## src/rtl/digit_scanner_pkg.sv

```systemverilog
// Shared constants and helpers for the multiplexed seven-segment digit scanner.
`timescale 1ns/1ps
package digit_scanner_pkg;

   localparam int         DIGIT_W      = 4;
   localparam logic [3:0] BLANK_NIBBLE = 4'h0;

   // Width of a counter/index covering 0..n-1, never narrower than one bit.
   function automatic int idx_w(input int n);
      return (n <= 2) ? 1 : $clog2(n);
   endfunction

endpackage

```

## src/rtl/digit_scanner_scan_timer.sv

```systemverilog
// Slot counter and most-significant-first digit index for the digit scanner.
`timescale 1ns/1ps
module digit_scanner_scan_timer
   import digit_scanner_pkg::*;
#(
   parameter int NDIGITS = 4,
   parameter int DIV     = 12000,
   localparam int IW     = idx_w(NDIGITS),
   localparam int CW     = idx_w(DIV)
) (
   input  logic          clk,
   input  logic          resetn,
   output logic [CW-1:0] cnt,
   output logic [IW-1:0] idx,
   output logic          slot_end,
   output logic          frame_end
);

   assign slot_end  = (cnt == CW'(DIV - 1));
   assign frame_end = slot_end && (idx == '0);

   always_ff @(posedge clk or negedge resetn) begin
      if (!resetn) begin
         cnt <= '0;
         idx <= IW'(NDIGITS - 1);
      end else if (slot_end) begin
         cnt <= '0;
         idx <= frame_end ? IW'(NDIGITS - 1) : idx - 1'b1;
      end else begin
         cnt <= cnt + 1'b1;
      end
   end

endmodule

```

## src/rtl/digit_scanner.sv

```systemverilog
// Time-multiplexed digit scanner feeding a seven-segment decoder, with ripple-blanking chain.
// Optional feature: DIGIT_SCANNER_GHOST_BLANK_EN blanks enables for the first GHOST cycles of each slot.
`timescale 1ns/1ps
module digit_scanner
   import digit_scanner_pkg::*;
#(
   parameter int NDIGITS = 4,
   parameter int DIV     = 12000,
   parameter int GHOST   = 64
) (
   input  logic                     clk,
   input  logic                     resetn,
   input  logic [4*NDIGITS-1:0]     value,
   input  logic                     load,
   input  logic                     blank_lz,
   output logic [3:0]               data,
   output logic                     rbi,
   input  logic                     rbo,
   output logic [NDIGITS-1:0]       digit_en,
   output logic                     frame_start
);

   localparam int IW = idx_w(NDIGITS);
   localparam int CW = idx_w(DIV);

`ifdef DIGIT_SCANNER_GHOST_BLANK_EN
   localparam int GHOST_EFF = GHOST;
`else
   localparam int GHOST_EFF = 0;
`endif

   logic [CW-1:0]              cnt;
   logic [IW-1:0]              idx;
   logic                       slot_end;
   logic                       frame_end;
   logic [4*NDIGITS-1:0]       shadow;
   logic [4*NDIGITS-1:0]       pending;
   logic                       pend_v;
   logic                       chain;
   logic                       fs;
   logic                       settle;

   digit_scanner_scan_timer #(
      .NDIGITS (NDIGITS),
      .DIV     (DIV)
   ) u_timer (
      .clk       (clk),
      .resetn    (resetn),
      .cnt       (cnt),
      .idx       (idx),
      .slot_end  (slot_end),
      .frame_end (frame_end)
   );

   // A load on the boundary cycle itself bypasses pending and lands in shadow directly.
   always_ff @(posedge clk or negedge resetn) begin
      if (!resetn) begin
         shadow  <= '0;
         pending <= '0;
         pend_v  <= 1'b0;
         chain   <= 1'b0;
         fs      <= 1'b0;
      end else begin
         fs <= frame_end;
         if (load) begin
            pending <= value;
            pend_v  <= 1'b1;
         end
         if (frame_end) begin
            if (load)
               shadow <= value;
            else if (pend_v)
               shadow <= pending;
            pend_v <= 1'b0;
            chain  <= blank_lz;
         end else if (slot_end) begin
            chain <= rbo;
         end
      end
   end

   assign settle = (GHOST_EFF != 0) && (cnt < CW'(GHOST_EFF));

   always_comb begin
      data     = BLANK_NIBBLE;
      digit_en = '0;
      data     = shadow[DIGIT_W*idx +: DIGIT_W];
      if (!settle)
         digit_en = NDIGITS'(1) << idx;
   end

   // Least significant digit never blanks, so a zero value still shows "0".
   assign rbi         = (idx != '0) ? chain : 1'b0;
   assign frame_start = fs;

endmodule
```

## config.mk

```make
export PLATFORM = sky130hd
export DESIGN_NAME = digit_scanner
export DESIGN_NICKNAME = d
export VERILOG_FILES = /design/src/rtl/digit_scanner_pkg.sv /design/src/rtl/digit_scanner_scan_timer.sv /design/src/rtl/digit_scanner.sv
export SDC_FILE = /design/constraint.sdc
export NUM_CORES = 1
export LEC_CHECK = 0
export CAP_MARGIN = 10
export CORE_AREA = 2 2 83 85
export CTS_BUF_LIST = sky130_fd_sc_hd__clkbuf_8
export DETAILED_ROUTE_END_ITERATION = 12
export DIE_AREA = 0 0 85 87
export PLACE_DENSITY = 0.64
export SKIP_LAST_GASP = 1
export SYNTH_ARGS = -nofsm -noshare
export SYNTH_HDL_FRONTEND = slang
export SYNTH_HIERARCHICAL = 1
export SYNTH_SLANG_ARGS = --single-unit
```

## constraint.sdc

```tcl
create_clock -name clk -period 2.94 [get_ports clk]
set_clock_uncertainty 0.2 [all_clocks]
set_input_delay 0.588 -clock clk [delete_from_list [all_inputs] [get_ports clk]]
set_output_delay 0.588 -clock clk [all_outputs]
set_load 0.02 [all_outputs]
```

-- Word-level counts from Yosys, hierarchy flattened
Cells that the tools add are included.
- output and inout bits: 10
- register bits: 51
- bits of input ports: 21
- mux-type cells: 9
- shift operators: 2
- equal/unequal tests: 1
- reduce and logical (&&, ||, !) cells: 7
- add/subtract/negate cells: 2
- operators with widths (kind ; number):
    two-way mux 16 bit ; 2
    indexed part select 16 x 5 -> 4 bit ; 1
    adder 14 x 1 -> 14 bit (second input constant) ; 1
    equality test 14 bit (second input constant) ; 1
    two-way mux 14 bit ; 1
    nonzero test 2 bit ; 4
    two-way mux 1 bit ; 5
    << shifter 1 x 2 -> 4 bit (first input constant) ; 1
    logical NOT 2 bit ; 1
    two-way mux 2 bit ; 1
    AND reduction 2 bit ; 1
    subtractor 2 x 1 -> 2 bit (second input constant) ; 1
    logical AND 1 bit ; 1

-- Logic depth before layout (Yosys ltp)
- depth after elaboration: 3
- depth in mapped cells: 8

-- Modules after synthesis
Netlist, hierarchy kept.
- modules (own cells, without submodules) (module ; times used ; area an instance (um2) ; cells an instance):
    digit_scanner ; 1 ; 1761.7 ; 144
    digit_scanner_scan_timer ; 1 ; 794.5 ; 76

-- Worst setup path after synthesis
OpenSTA, ideal clock, no wires.
- path type: reg2reg
- from: register u_timer.cnt[5]
- to: register shadow[0]
- setup time: 0.125 ns
- cell stages (with the launch flop): 8
- arrival: 2.359 ns
- period minus slack after synthesis: 2.684 ns
- required time: 2.615 ns
- setup slack: 0.256 ns
- cells stage by stage: dfrtp_1 or4b_4 or2_1 nor4_1 nand2_2 buf_6 nor3_1 nor3_2
- cells in the longest elaborated chain, start to end: 3
- RTL lines (element ; RTL line ; RTL):
    start, declared ; digit_scanner_scan_timer.sv:13 ; output logic [CW-1:0] cnt,
    start signal, assigned ; digit_scanner_scan_timer.sv:30 ; cnt <= cnt + 1'b1;
    equality test 14 bit ; digit_scanner_scan_timer.sv:19 ; assign slot_end = (cnt == CW'(DIV - 1));
    logical AND 1 bit ; digit_scanner_scan_timer.sv:20 ; assign frame_end = slot_end && (idx == '0);
    net frame_end ; digit_scanner.sv:35 ; logic frame_end;
    AND reduction 2 bit (no line) ; n/a ;
    end signal, assigned ; digit_scanner.sv:71 ; shadow <= value;
    end signal, assigned ; digit_scanner.sv:73 ; shadow <= pending;
    end, declared ; digit_scanner.sv:36 ; logic [4*NDIGITS-1:0] shadow;
The timed path passes the listed nets, and every way through them passes these cells.
A chain may end at the register's enable or synchronous reset.

-- Worst setup path in the final report
- from: register u_timer.idx[0]
- to: output data[0]
- cells in the longest elaborated chain, start to end: 1
- RTL lines (element ; RTL line ; RTL):
    start, declared ; digit_scanner_scan_timer.sv:14 ; output logic [IW-1:0] idx,
    start signal, assigned ; digit_scanner_scan_timer.sv:25 ; idx <= IW'(NDIGITS - 1);
    start signal, assigned ; digit_scanner_scan_timer.sv:28 ; idx <= frame_end ? IW'(NDIGITS - 1) : idx - 1'b1;
    indexed part select 16 x 5 -> 4 bit ; digit_scanner.sv:87 ; data = shadow[DIGIT_W*idx +: DIGIT_W];
    end, declared ; digit_scanner.sv:16 ; output logic [3:0] data,
No other way between the ends.

==> key figures <==
Run status
  – Status: finished clean

Global routing
  – Tot GR Track Use: 0.1383
  – Initial antenna violation count: 0
  – Vias in the first global route: 1718
  – Overflow after GRT: 0
  – Met1 usage: 0.1694
  – Global-route wire length before repair: 8066 um
  – Pin count of the biggest net entering global routing: 52
  – Met3 GRT Util: 0.03128
  – Met2 Usage GRT: 0.2422
  – Busiest layer in global routing: met2

Drt
  – Pre-antenna DRT Iters: 4
  – Drc violations: 0
  – Drt initial violations: 69
  – WL final: 4769 um
  – Number of vias per cell: 5.009
  – Antenna-violating nets left: 0
  – Total vias in the final route: 1663
  – DR WL/cell: 14.36 um

Yosys
  – Yosys cell types: 42
  – Synth warnings: 6
  – Synthesized flop and latch total: 51
  – Synth Net Count: approximately 240
  – EDFF count, synth: 0
  – XOR/XNOR share of the synthesized area: 0.03426
  – Synth Area in Compound Gates: 0.02398
  – Top_reg_cell synth: dfrtp_1
  – Post-synthesis mux area share: 0.1224
  – Async set-or-reset flop fraction in the synthesized netlist: 1.000
  – Adder-cell share of the synthesized area: 0.009790
  – Syn_area_per_cell: 11.62 um2
  – Post-synthesis sequential area ratio: 0.5002
  – Simple-Gate Fraction of Synth Area: 0.2663
  – Cells after Synth: 220
  – Post-Syn Area: 0.002556 mm2
  – Largest family of logic cells by synthesized area: simple AND/OR/NAND/NOR gates

Timing
  – Final hold slack: 0.1894 ns
  – RSZ-0062 raised after global routing: false
  – Min cycle time layout: 2.887 ns
  – Hold Fails Final Rpt: 0
  – Crit share post-route: 0.9819
  – Worst-margin pin slew: 0.6339 ns
  – Fin. max-slew vios: 0
  – Fmax: 346.4 MHz
  – Final setup violation count: 0
  – Slew HR: 0.5774
  – Sum Neg Setup Slack: 0 ns

Clock network
  – CTS clk-pin slew, worst paths: 0.09 ns
  – CTS max path bufs: 2
  – Clk_lat worst skew: 0.30 ns
  – Num CTS Buffers: 5
  – CTS tree: done
  – Buffer count from post-CTS setup fixing: 0
  – H-tree levels: 2
  – Hold-fix buffers at CTS: 0
  – Root Buffer: clkbuf_8
  – # clock sinks: 51

Critical path
  – Worst R2R Path Depth: 6
  – CP Data Required Time: 2.15 ns
  – Cell family with most CP delay: flip-flops
  – RR Startpoint: u_timer/cnt[5]$_DFF_PN0_
  – Crit path from: u_timer/idx[0]$_DFFE_PN1N_
  – Number of cells on the critical path: 2
  – CP cell instances: mux4_2 > clkdlybuf4s50_1
  – Startpoint types: register
  – Buf/Inv on CP: 1
  – Kind of critical path: reg -> out
  – Critical path's largest stage delay: 0.73 ns
  – Critical Path Sink: data[0]
  – R2R setup slack: around 0.31 ns
  – Worst path slowest cell: dfstp_4
  – CP arrival: 2.10 ns
  – FF-to-FF End: shadow[13]$_DFFE_PN0P_
  – Critical Path End Type: output port
  – CP max FO: 11

Placed design
  – PortBufs: 30
  – Final Wtd Congestion: ~0.77
  – Post-Place Cells: ~320
  – DP HPWL: 3314 um

Floorplanning
  – Die Y: 87 um
  – Core Box Area: 0.006569 mm2
  – Row count: 30
  – Die ar.: around 0.0074 mm2
  – Initial core utilization: 0.3891
  – # IOs: 31
  – Horiz. Die Dim: about 85 um

Layout
  – Ant. Diodes: 0
  – Utilization after layout: 0.4619
  – Layout cells sized above 1: 0.2222
  – Filler instances: 615
  – Area delta synth->final: 18.70%
  – Nets: approximately 270
  – Cell Count, Final, Fillers Out: between 300 and 400

Power
  – Design Power: 1281 uW
  – Leakage: roughly 0.0013 uW
  – Power Density: 422.2 mW/mm2
  – Worst VDD drop: 0.0003325 V

Hold path
  – Hold Crit Class: in -> async

Run
  – MaxCap Viol Count: 0
[flip-flops by register name, indices dropped and copies added, names as in the netlist]
name / count
chain: 1
shadow: 16
pending: 16
pend_v: 1
frame_start: 1
u_timer/idx: 2
u_timer/cnt: 14
[final cells by class]
cell class	instances	area, um2	share of cell area
Timing Repair Buffer	37	344.1	0.1134
Tap cell	80	100.1	0.03299
Sequential cell	51	1282	0.4227
Multi-Input combinational cell	151	1182	0.3897
Clock inverter	3	37.54	0.01237
Inverter	5	18.77	0.006186
Clock buffer	5	68.82	0.02268
[layer usage]
layer	vias to the layer above	part of all wire	routed length (um)
li1	835	-	-
met5	-	0	0
met3	5	0.026	124
met2	20	0.51	2424
met4	0	0.010	49
met1	803	0.46	2170
[synthesized netlist by cell type, drive strengths merged (4+ instances only)]
cell type	count	area, um2
dfrtp	49	1226
nor3	38	240.2
nor2	27	128.9
mux2	16	202.7
and3b	14	122.6
buf	10	80.08
nand2	6	25.03
nand3	6	30.03
xnor2	6	52.55
inv	5	18.77
mux4	4	90.09
nor4	4	40.04
xor2	4	35.03
[layout by cell type, fill, tap and decap left out, drive strengths merged, types with 2 or more instances in the layout]
cell type / count
dfrtp: 49
clkbuf: 5
nor2b: 3
nand4: 2
inv: 7
mux2: 16
mux2i: 2
o22ai: 2
nor2: 27
or2: 2
nand2: 6
nor3: 38
nor4: 4
ha: 2
dfstp: 2
mux4: 4
nand3: 6
or3: 2
buf: 9
o21ai: 3
clkdlybuf4s50: 26
xnor2: 6
and3b: 14
xor2: 4
[worst min-delay path by stage]
stage / from / slack [ns] / endpoint
finish: resetn / 0.19 / u_timer/cnt[3]$_DFF_PN0_
detailed placement: pending[13]$_DFFE_PN0P_ / 0.28 / pending[13]$_DFFE_PN0P_
floorplan: resetn / 0.09 / chain$_DFFE_PN0P_
CTS: resetn / 0.21 / u_timer/cnt[3]$_DFF_PN0_
global route: resetn / 0.24 / u_timer/cnt[3]$_DFF_PN0_
global placement: pending[13]$_DFFE_PN0P_ / 0.28 / pending[13]$_DFFE_PN0P_
[logic make-up (layout without fill, tap and decap cells)]
family                   count (synthesis)  count (layout)
AO/OA/AOI/OAI                            9               9
XOR/XNOR                                10              10
adder cells (fa/ha/maj)                  2               2
buffers and inverters                   18              50
flip-flops                              51              51
multiplexers                            22              22
AND/OR/NAND/NOR                        108             108
[where the power goes]
part / switching [uW] / internal (uW) / leakage [uW]
combinational: 35.4 / 47.2 / 0.000630
clock: 216 / 248 / 0.0000607
sequential: 11.3 / 723 / 0.000650
total: 263 / 1020 / 0.00134
[stage by stage]
stage | setup WS [ns] | instance area [um2]
6_report | 0.05308 | 3034
5_1_grt | 0.0003066 | 3034
4_1_cts | 0.02446 | 3023
3_5_place_dp | 0.1320 | 2914
3_3_place_gp | 0.2410 | 2914
2_1_floorplan | 0.2560 | 2556
[what timing repair did]
item                       4_1_cts  5_1_grt
gates cloned                     0        0
setup endpoints to repair        3       14
resized for setup                2        2
No activity file was read; power rests on OpenSTA's default activity.
